--- src/rtl/param_stream_demux_pkg.sv ---
// Shared constants and helpers for the parametrised stream demux.
// Optional stats build: define PARAM_STREAM_DEMUX_STATS_EN.
package param_stream_demux_pkg;

  localparam int STATS_CNT_W = 16;

  // Low bit of channel k inside a packed per-channel bus.
  function automatic int slice_lo(input int k, input int w);
    return k * w;
  endfunction

endpackage

--- src/rtl/demux_channel_slot.sv ---
// Single-entry holding register for one demux output channel.
// Drain counter added when PARAM_STREAM_DEMUX_STATS_EN is defined.
import param_stream_demux_pkg::*;

module demux_channel_slot #(
  parameter int WIDTH = 8
) (
  input  logic             clk,
  input  logic             reset_n,
  input  logic             fill,
  input  logic [WIDTH-1:0] fill_data,
  input  logic             out_ready,
  output logic             out_valid,
  output logic [WIDTH-1:0] out_data,
`ifdef PARAM_STREAM_DEMUX_STATS_EN
  output logic [STATS_CNT_W-1:0] out_count,
`endif
  output logic             slot_ready
);

  logic drain;

  assign drain      = out_valid & out_ready;
  assign slot_ready = !out_valid | out_ready;

  always_ff @(posedge clk) begin
    if (!reset_n) begin
      out_valid <= 1'b0;
      out_data  <= '0;
    end else if (fill) begin
      out_valid <= 1'b1;
      out_data  <= fill_data;
    end else if (drain) begin
      out_valid <= 1'b0;
    end
  end

`ifdef PARAM_STREAM_DEMUX_STATS_EN
  // Wraps naturally at 16 bits.
  always_ff @(posedge clk) begin
    if (!reset_n) begin
      out_count <= '0;
    end else if (drain) begin
      out_count <= out_count + 1'b1;
    end
  end
`endif

endmodule

--- src/rtl/param_stream_demux.sv ---
// Registered 1-to-N valid/ready demux with per-channel holding slots.
// Optional stats ports: define PARAM_STREAM_DEMUX_STATS_EN.
import param_stream_demux_pkg::*;

module param_stream_demux #(
  parameter int WIDTH   = 8,
  parameter int NUM_OUT = 4,
  parameter int SEL_W   = $clog2(NUM_OUT)
) (
  input  logic                     clk,
  input  logic                     reset_n,
  input  logic                     in_valid,
  output logic                     in_ready,
  input  logic [WIDTH-1:0]         in_data,
  input  logic [SEL_W-1:0]         in_sel,
  output logic [NUM_OUT-1:0]       out_valid,
  input  logic [NUM_OUT-1:0]       out_ready,
  output logic [NUM_OUT*WIDTH-1:0] out_data,
`ifdef PARAM_STREAM_DEMUX_STATS_EN
  output logic [NUM_OUT*STATS_CNT_W-1:0] out_count,
  output logic [STATS_CNT_W-1:0]   drop_count,
`endif
  output logic                     sel_err,
  output logic                     busy
);

  localparam logic [SEL_W:0] NOUT = (SEL_W+1)'(NUM_OUT);

  logic [NUM_OUT-1:0] hit;
  logic [NUM_OUT-1:0] fill;
  logic [NUM_OUT-1:0] slot_ready;
  logic               in_range;
  logic               sel_rdy;
  logic               accept;
  logic               drop;

  always_comb begin
    hit = '0;
    for (int k = 0; k < NUM_OUT; k++) begin
      hit[k] = (in_sel == SEL_W'(k));
    end
  end

  // Widened compare stays meaningful when NUM_OUT is a power of two.
  assign in_range = {1'b0, in_sel} < NOUT;
  assign sel_rdy  = |(hit & slot_ready);
  assign in_ready = reset_n & (in_range ? sel_rdy : 1'b1);
  assign accept   = in_valid & in_ready;
  assign drop     = accept & !in_range;
  assign fill     = accept ? hit : '0;
  assign busy     = |out_valid;

  always_ff @(posedge clk) begin
    if (!reset_n) begin
      sel_err <= 1'b0;
    end else begin
      sel_err <= drop;
    end
  end

`ifdef PARAM_STREAM_DEMUX_STATS_EN
  // Saturating, updated alongside the sel_err pulse.
  always_ff @(posedge clk) begin
    if (!reset_n) begin
      drop_count <= '0;
    end else if (drop && drop_count != '1) begin
      drop_count <= drop_count + 1'b1;
    end
  end
`endif

  for (genvar k = 0; k < NUM_OUT; k++) begin : g_slot
    demux_channel_slot #(
      .WIDTH(WIDTH)
    ) u_slot (
      .clk       (clk),
      .reset_n   (reset_n),
      .fill      (fill[k]),
      .fill_data (in_data),
      .out_ready (out_ready[k]),
      .out_valid (out_valid[k]),
      .out_data  (out_data[slice_lo(k, WIDTH) +: WIDTH]),
`ifdef PARAM_STREAM_DEMUX_STATS_EN
      .out_count (out_count[slice_lo(k, STATS_CNT_W) +: STATS_CNT_W]),
`endif
      .slot_ready(slot_ready[k])
    );
  end

endmodule

--- config.mk ---
export PLATFORM = sky130hd
export DESIGN_NAME = param_stream_demux
export DESIGN_NICKNAME = d
export VERILOG_FILES = /design/src/rtl/param_stream_demux_pkg.sv /design/src/rtl/demux_channel_slot.sv /design/src/rtl/param_stream_demux.sv
export SDC_FILE = /design/constraint.sdc
export NUM_CORES = 1
export LEC_CHECK = 0
export ABC_AREA = 0
export CAP_MARGIN = 25
export CORE_ASPECT_RATIO = 2
export CORE_MARGIN = 8
export CORE_UTILIZATION = 45
export CTS_BUF_LIST = sky130_fd_sc_hd__clkbuf_8
export DETAILED_ROUTE_END_ITERATION = 8
export PLACE_DENSITY_LB_ADDON = 0.12
export RECOVER_POWER = 50
export SETUP_SLACK_MARGIN = 0.4
export SYNTH_ARGS = -nofsm -noshare
export SYNTH_HDL_FRONTEND = slang
export SYNTH_SLANG_ARGS = --single-unit
export TNS_END_PERCENT = 5
--- constraint.sdc ---
create_clock -name clk -period 1.9 [get_ports clk]
set_input_delay 0.38 -clock clk [delete_from_list [all_inputs] [get_ports clk]]
set_output_delay 0.38 -clock clk [all_outputs]
set_load 0.03 [all_outputs]
==> flow_summary_export.csv <==
group,metric,value,unit
timing,finalHoldWorstSlack,0.4517,ns
timing,hold_viol,0,
floorplanning,die_area,5445,sq um
layout,area.growth.synth_to_final,43.59,%
logic_synthesis,dominantRegCellSynth,"sky130_fd_sc_hd__dfxtp_1",
detailed_routing,ant_nets,0,
detailed_routing,routed_metal_1_wire_length,1408,um
worst_setup_path,critPathCaptureType,"output port",
logic_synthesis,synth_area,1464,sq um
detailed_routing,top_signal_layer_used,"met4",
timing,maxSlewHeadroom,53.39,%
detailed_routing,finalWirelength,4018,um
worst_setup_path,r2r_setup_slack,0.35,ns
floorplanning,floorplan.initialDensity,46.37,%
layout,final_net_count,223,
logic_synthesis,synth_fp_nets,163,
global_routing,globalRoute.totalOverflow,0,
placed_design,detailedPlacementHpwl,3132,um
floorplanning,pin_count,56,
logic_synthesis,synth_sequential_area_ratio,49.23,%
detailed_routing,met2_length,2303,um
worst_setup_path,path_cells,"dlygate4sd2_1 -> nand2b_4 -> mux4_2 -> and2_4 -> buf_6",
layout,postLayoutCoreUtil,66.59,%
outcome,run_status,"finished, final reports clean",
logic_synthesis,postSynth.asyncResetShare,0,%
global_routing,pin_count_of_the_biggest_net_entering_global_routing,26,
logic_synthesis,synth_edf_count,0,
timing,max_slew.worst_pin.slew,0.6992,ns
worst_setup_path,worst_ep_required_time,1.52,ns
global_routing,grt_pass1_wl,6651,um
placed_design,placedInstanceArea,2082,sq um
worst_setup_path,r2r_cells,5,
worst_setup_path,worst_ep_arrival_time,1.51,ns
pwr,worst_ir_drop_vdd,627.3,uV
clocking,clock_tree.root_cell,"sky130_fd_sc_hd__clkbuf_8",
clocking,cts-root-to-sink-buffers,2,
worst_setup_path,reg2reg_from,"g_slot[0].u_slot.out_valid",
layout,final.fill_count,285,
layout,insertedDiodeCount,0,
timing,max_clock_freq,528.9,MHz
global_routing,track_usage,14.95,%
floorplanning,core,3157,sq um
logic_synthesis,synth_top_cells_by_area,"sky130_fd_sc_hd__dfxtp_1 49%, sky130_fd_sc_hd__mux2i_1 22%, sky130_fd_sc_hd__nand2_1 11%",
worst_setup_path,maximum_fanout_along_the_worst_path,3,
worst_setup_path,critical_path.slowest_cell,"sky130_fd_sc_hd__mux4_2",
layout,layout.cells.most_common,"sky130_fd_sc_hd__dlygate4sd2_1",
layout,postLayoutCellArea,2102,sq um
logic_synthesis,synth_top_cell_area_share,49.23,%
worst_hold_path,min_path_cells,2,
clocking,cts.reportedPaths.clkPinSlew,0.06,ns
detailed_routing,detailroute.via_count,1235,
layout,layout.cells.most_common_list,"42 x sky130_fd_sc_hd__dlygate4sd2_1, 41 x sky130_fd_sc_hd__nand2_1, 32 x sky130_fd_sc_hd__mux2i_1, 32 x sky130_fd_sc_hd__dfxtp_1, 8 x sky130_fd_sc_hd__clkdlybuf4s50_1",
worst_setup_path,cp-start-kind,"input port",
detailed_routing,drt-initial-drc-count,11,
detailed_routing,drt_pass1_iterations,2,
clocking,clk_latency,0.28,ns
pwr,cellPowerDensity,705.0,nW/um^2
pwr,p_leak,0.001041,uW
global_routing,grt_pass1_vias,1375,
layout,layout-drive-gt1-share,12.62,%
clocking,ctsHoldBuffers,0,
worst_setup_path,cpPeakStageDelay,0.46,ns
worst_setup_path,worstSetupStartpoint,"out_ready[3]",
worst_setup_path,kind_of_critical_path,"in2out",
logic_synthesis,syn_inst,146,
detailed_routing,avgRoutedWirePerCell,16.95,um
clocking,clock_tree_from_tritoncts,"built",
clocking,cts-buffers-inserted,5,
floorplanning,fp-row-count,29,
clocking,htree_num_levels,2,
detailed_routing,avgViaCountPerCell,5.211,
timing,rsz0062_at_grt,"true",
logic_synthesis,synth.ff_latch_count,36,
detailed_routing,wl_met3,226,um
placed_design,gpl.final_weighted_congestion,0.8003,
floorplanning,height_of_the_chip,96.66,um
logic_synthesis,post_synth_num_cell_types,23,
floorplanning,horizontal_extent_of_the_die,56.33,um
timing,finClkSkew,0.005364,ns
worst_setup_path,rr_endpoint,"g_slot[0].u_slot.out_data[5]",
timing,maxSlewViolCount,0,
timing,period_share,99.52,%
worst_hold_path,min-delay-path-class,"reg2reg",
logic_synthesis,syn_avg_cell_area,10.03,sq um
flow_run,timing.max_cap.violations,0,
worst_setup_path,critPathCapture,"in_ready",
global_routing,initial_antenna_violation_count,0,
logic_synthesis,synth-warning-count,0,
timing,finalCriticalPeriod,1.891,ns
detailed_routing,route.detailed.drc,0,
logic_synthesis,synth_area_leader_cell,"sky130_fd_sc_hd__dfxtp_1",
timing,timing.final.setup_violations,0,
placed_design,total_of_buffers_placed_on_input_and_output_ports,54,
clocking,clkSinkCount,36,
[synth_stat cells, types with 2 or more instances]
cell type                  number
sky130_fd_sc_hd__and3_1         2
sky130_fd_sc_hd__buf_4          8
sky130_fd_sc_hd__a21boi_0       2
sky130_fd_sc_hd__dfxtp_1       36
sky130_fd_sc_hd__mux2i_1       32
sky130_fd_sc_hd__and2_1         2
sky130_fd_sc_hd__clkbuf_1       4
sky130_fd_sc_hd__and3b_1        2
sky130_fd_sc_hd__nand2b_1       4
sky130_fd_sc_hd__nand2_1       41
[critical path: cells and delay by family]
family / cells / cell delay, ns
mux: 1 / 0.46
buf+inv: 2 / 0.36
simple gates: 2 / 0.31
[logic make-up after synthesis]
group                  after synthesis  synth area share [%]
AO/OA/AOI/OAI                        4                 1.880
buffers and inverters               14                 6.239
flip-flops                          36                 49.23
multiplexers                        33                 23.42
other                                1                0.2562
AND/OR/NAND/NOR                     58                 18.97
[timing repair]
item	in CTS	in global routing
gates cloned	0	0
buffers inserted	1	1
resized for setup	61	2
setup endpoints to repair	70	4
[flip-flops by register name, summed over array words and instances (netlist names)]
| signal | count |
|---|---|
| g_slot.u_slot.out_valid | 4 |
| g_slot.u_slot.out_data | 32 |
[routing by layer]
layer	up-vias	global-route usage, %
met1	586	13.27
li1	598	-
met4	0	6.518
met2	42	28.67
met3	9	4.712
met5	-	0
[worst min path at each step]
stage	start	endpoint	slack, ns
after detailed placement	g_slot[3].u_slot.out_data[7]	g_slot[3].u_slot.out_data[7]	0.45
after global routing	g_slot[0].u_slot.out_data[1]	g_slot[0].u_slot.out_data[1]	0.47
final	g_slot[3].u_slot.out_data[1]	g_slot[3].u_slot.out_data[1]	0.45
after floorplan	g_slot[1].u_slot.out_valid	g_slot[1].u_slot.out_valid	0.50
after global placement	g_slot[1].u_slot.out_data[1]	g_slot[1].u_slot.out_data[1]	0.44
after CTS	g_slot[3].u_slot.out_data[1]	g_slot[3].u_slot.out_data[1]	0.46
[where the power goes]
part | switching [uW] | internal [uW]
clock network | 253 | 244
logic | 113 | 88.3
registers | 10.6 | 773
[area by class of cell]
| cell class | count | area, sq um | share of cell area [%] |
|---|---|---|---|
| sequential | 36 | 725.7 | 34.52 |
| multi-input combinational | 96 | 666.9 | 31.73 |
| timing repair buffer | 67 | 593.1 | 28.21 |
| clock buffer | 5 | 68.82 | 3.274 |
| tap | 31 | 38.79 | 1.845 |
| clock inverter | 2 | 8.758 | 0.4167 |
[per-stage QoR]
stage / power, uW / setup WS, ns / cells / TNS (ns)
finish: 1482 / 0.009154 / 237 / 0
global route: 1543 / -0.02908 / 237 / -0.02908
floorplan: 924.1 / 0.3677 / 146 / 0
CTS: 1505 / -0.003969 / 236 / -0.003969
global placement: 1018 / -0.1920 / 228 / -0.1920
detailed placement: 1022 / -0.2075 / 228 / -0.2476
No activity file was read; power rests on OpenSTA's default activity.
==> variant 1 (config.mk and constraints unchanged) <==
Build with the macro `PARAM_STREAM_DEMUX_STATS_EN` defined.
--- a/src/rtl/demux_channel_slot.sv
+++ b/src/rtl/demux_channel_slot.sv
@@ -2,2 +2,4 @@
 // Drain counter added when PARAM_STREAM_DEMUX_STATS_EN is defined.
+`define PARAM_STREAM_DEMUX_STATS_EN
+
 import param_stream_demux_pkg::*;
Formal check against the unedited RTL (old outputs only; new: drop_count and out_count): equivalent (Yosys induction, for registers that start in step).
==> variant 1 against the unedited design <==
  * The run now ends with setup timing left
  * Critical endpoint unchanged
  * Power grew to 2.8 times the old value
  * Routed wire length grew to 2.9 times the old value
  * Sequential cell count is 64 higher
  * Synthesized area grew to 3.0 times the old value
  * Register-to-register slack worse by 0.13 ns
  * Synthesized cell count grew to 3.3 times the old value
  * Via count grew to 3.1 times the old value
  * Highest routed layer unchanged
  * Worst setup slack worse by 0.21 ns
  * Non-clock buffer count is 87 higher
  * Global-route usage is 2.2 points higher
  * Final area grew to 2.9 times the old value
==> variant 1: results <==
[logic_synthesis]
seq_area_frac_synth_pct = 45.55
ys_types = 39

[clock_tree]
numCtsBuffers = 9
cts_htree_levels = 3
clkLatencyLatePin_ns = 0.37

[grt]
grt_pass1_vias = 3881
gr-usage-met2_pct = 32.63
grtUsageMet1_pct = 16.20
use_met3_pct = 5.277
track_usage_pct = 17.18

[setup_path]
r2r_end = g_slot[0].u_slot.out_count[12]
worstPathMaxFanout = 2
arrival_ns = 1.72
r2r_slack_ns = 0.22

[outcome]
outcome = finished, violations left
violations = setup timing

[placed_design]
dpl_worst_slack_ns = -0.3735
io_buffers = 118
place_inst = 743
dp_hpwl_mm = 8.476

[final_layout]
nNetsFinal = 647
regArea_sq_um = 2056
fillers = 895
layout-drive-gt1-share_pct = 27.73
reg_top3 = g_slot.u_slot.out_count (64), g_slot.u_slot.out_data (32), g_slot.u_slot.out_valid (4)

[sta]
setup_violations = 2
setup_ws_ns = -0.1969
skew_ns = 0.008464

[route]
dr_wl_met2_mm = 6.324
met1_length_mm = 4.368
drt-initial-drc-count = 78

[hold_path]
whs_endpoint = g_slot[1].u_slot.out_count[15]

[power_and_ir_drop]
leakage_nw = 2.425
ir_drop_v = 0.0006103
variant 1: changes by cell type after synthesis, sizes merged, moves of 16 or more:
| cell | before | now |
|---|---|---|
| a21oi | 0 | 17 |
| buf | 10 | 26 |
| dfxtp | 36 | 100 |
| nand3 | 2 | 24 |
| nand4 | 0 | 21 |
| nor2 | 0 | 80 |
| xnor2 | 0 | 20 |
| xor2 | 0 | 20 |
variant 1: how the worst max path moves through the flow:
stage / startpoint / end / slack [ns]
finish: g_slot[0].u_slot.out_valid / in_ready / -0.20
global route: g_slot[0].u_slot.out_valid / in_ready / -0.25
CTS: g_slot[0].u_slot.out_valid / in_ready / -0.26
detailed placement: out_ready[0] / in_ready / -0.37
global placement: out_ready[0] / in_ready / -0.38
floorplan: out_ready[0] / in_ready / 0.26
variant 1: cell type report:
cell class	instances	share of cell area (%)
inverters	10	0.6170
repair buffers	154	19.64
multi-input cells	351	38.81
clock buffers	9	2.036
clock inverters	7	2.386
flip-flops and latches	100	33.79
well taps	132	2.715
variant 1: what timing repair did:
item / CTS / global route
endpoints found under the hold margin: 0 / 0
pin swaps: 15 / 40
setup buffers: 1 / 3
endpoints found under the setup margin: 138 / 84
gates resized for setup: 394 / 68
variant 1: cell families after synthesis:
kind of cell	Yosys count	synth area share, %
AOI/OAI and AO/OA	27	3.416
xor gates and xnor gates	40	7.970
adders and majority gates	4	1.139
buffers and inverters	49	6.092
DFF	100	45.55
muxes	42	9.849
other	1	0.08532
and+or+nand+nor	221	25.90
variant 1: where the power goes:
group | total [W] | switching [W] | internal (W)
Combinational | 0.000295 | 0.000193 | 0.000102
Sequential | 0.00211 | 0.0000112 | 0.00210
Clock | 0.00176 | 0.000744 | 0.00102
variant 1: worst min-delay path, cell delays in order, from the launching register on:
cell,delay (ns)
dfxtp_1,0.33
nand2_1,0.05
mux2i_1,0.05
==> variant 2 (same flow settings) <==
Made on the original files. `WIDTH` is set to 8 in 2 places; all go to 9.
--- a/src/rtl/demux_channel_slot.sv
+++ b/src/rtl/demux_channel_slot.sv
@@ -5,3 +5,3 @@
 module demux_channel_slot #(
-  parameter int WIDTH = 8
+  parameter int WIDTH = 9
 ) (
--- a/src/rtl/param_stream_demux.sv
+++ b/src/rtl/param_stream_demux.sv
@@ -5,3 +5,3 @@
 module param_stream_demux #(
-  parameter int WIDTH   = 8,
+  parameter int WIDTH   = 9,
   parameter int NUM_OUT = 4,
Ports: changed (resized in_data and out_data); port bits go from 56 to 61. The function was not compared with the original's and may differ.
==> variant 2 against the unedited design <==
  * Power increased by 21%
  * Global-route usage decreased by 1.4 points
  * Synthesized cell count increased by 10%
  * Worst hold slack got worse by 0.065 ns
  * Sequential cell count increased by 4
  * Synthesized area increased by 11%
  * Worst setup slack improved by 0.065 ns
  * Fmax increased by 3.6%
  * Routed wire length decreased by 2.4%
  * Clock power increased by 41%
  * Final area increased by 14%
  * Highest routed layer unchanged
==> variant 2: results <==
[die]
die_x_um = 58.56

[final_layout]
fillers = 283
multi_input_area_sq_um = 735.7
seq_cell_count = 40
regArea_sq_um = 804.5
nNetsFinal = 243
num-nonclk-buffers = 73
layout.cells.non_filler = 275
multi_input_gates = 105
layout-drive-gt1-share_pct = 15.04

[logic_synthesis]
syn_inst = 161
ys_types = 21
synthTopCellsByArea = dfxtp_1, mux2i_1, nand2_1
muxShareOfSynthArea_pct = 23.48
synth_common_cells = nand2_1, dfxtp_1, mux2i_1, buf_4, clkbuf_1
synth_compound_area_share_pct = 1.688
synth_nets = 179

[setup_path]
r2r_end = g_slot[0].u_slot.out_data[6]
critPathLaunch = g_slot[1].u_slot.out_valid

[power_and_ir_drop]
ir_drop_v = 0.0007681
seq-power_w = 0.000869
leakage_nw = 0.9602

[route]
routed_wl_mm = 3.921
via_per_inst = 4.764
first_pass_iters = 4
drt-initial-drc-count = 26

[placed_design]
place_area_sq_um = 2328

[grt]
grt_max_degree = 48
grt_pass1_vias = 1318
grt_pass1_wl_mm = 6.182

[clock_tree]
post-cts-setup-buffers = 0
path_clk_slew_ns = 0.08

[outcome]
outcome = finished clean

[hold_path]
worstHoldStart = reset_n

[sta]
fmax_ghz = 0.5478
==> variant 2: cell types whose count changed in the layout (fill, tap and decap cells not counted), sizes merged, moves of 2 or more <==
| cell | delta |
|---|---|
| mux2i | +4 |
| nand2 | +5 |
| dlygate4sd2 | -40 |
| dfxtp | +4 |
| clkbuf | +3 |
| clkdlybuf4s50 | +40 |
| clkdlybuf4s15 | +2 |
| buf | +2 |
==> variant 2: layer usage <==
| metal | vias up | GRT usage [%] | share of wire (%) |
|---|---|---|---|
| met5 | - | 0 | 0 |
| met4 | 0 | 6.274 | 1.2 |
| met3 | 5 | 7.033 | 10 |
| met2 | 39 | 21.56 | 50 |
| met1 | 613 | 14.26 | 39 |
| li1 | 653 | - | - |
==> variant 2: timing repair <==
| item | CTS | global route |
|---|---|---|
| setup endpoints to repair | 62 | 73 |
| hold buffers | 0 | 0 |
| gates resized for setup | 31 | 2 |
| pin swaps | 1 | 1 |
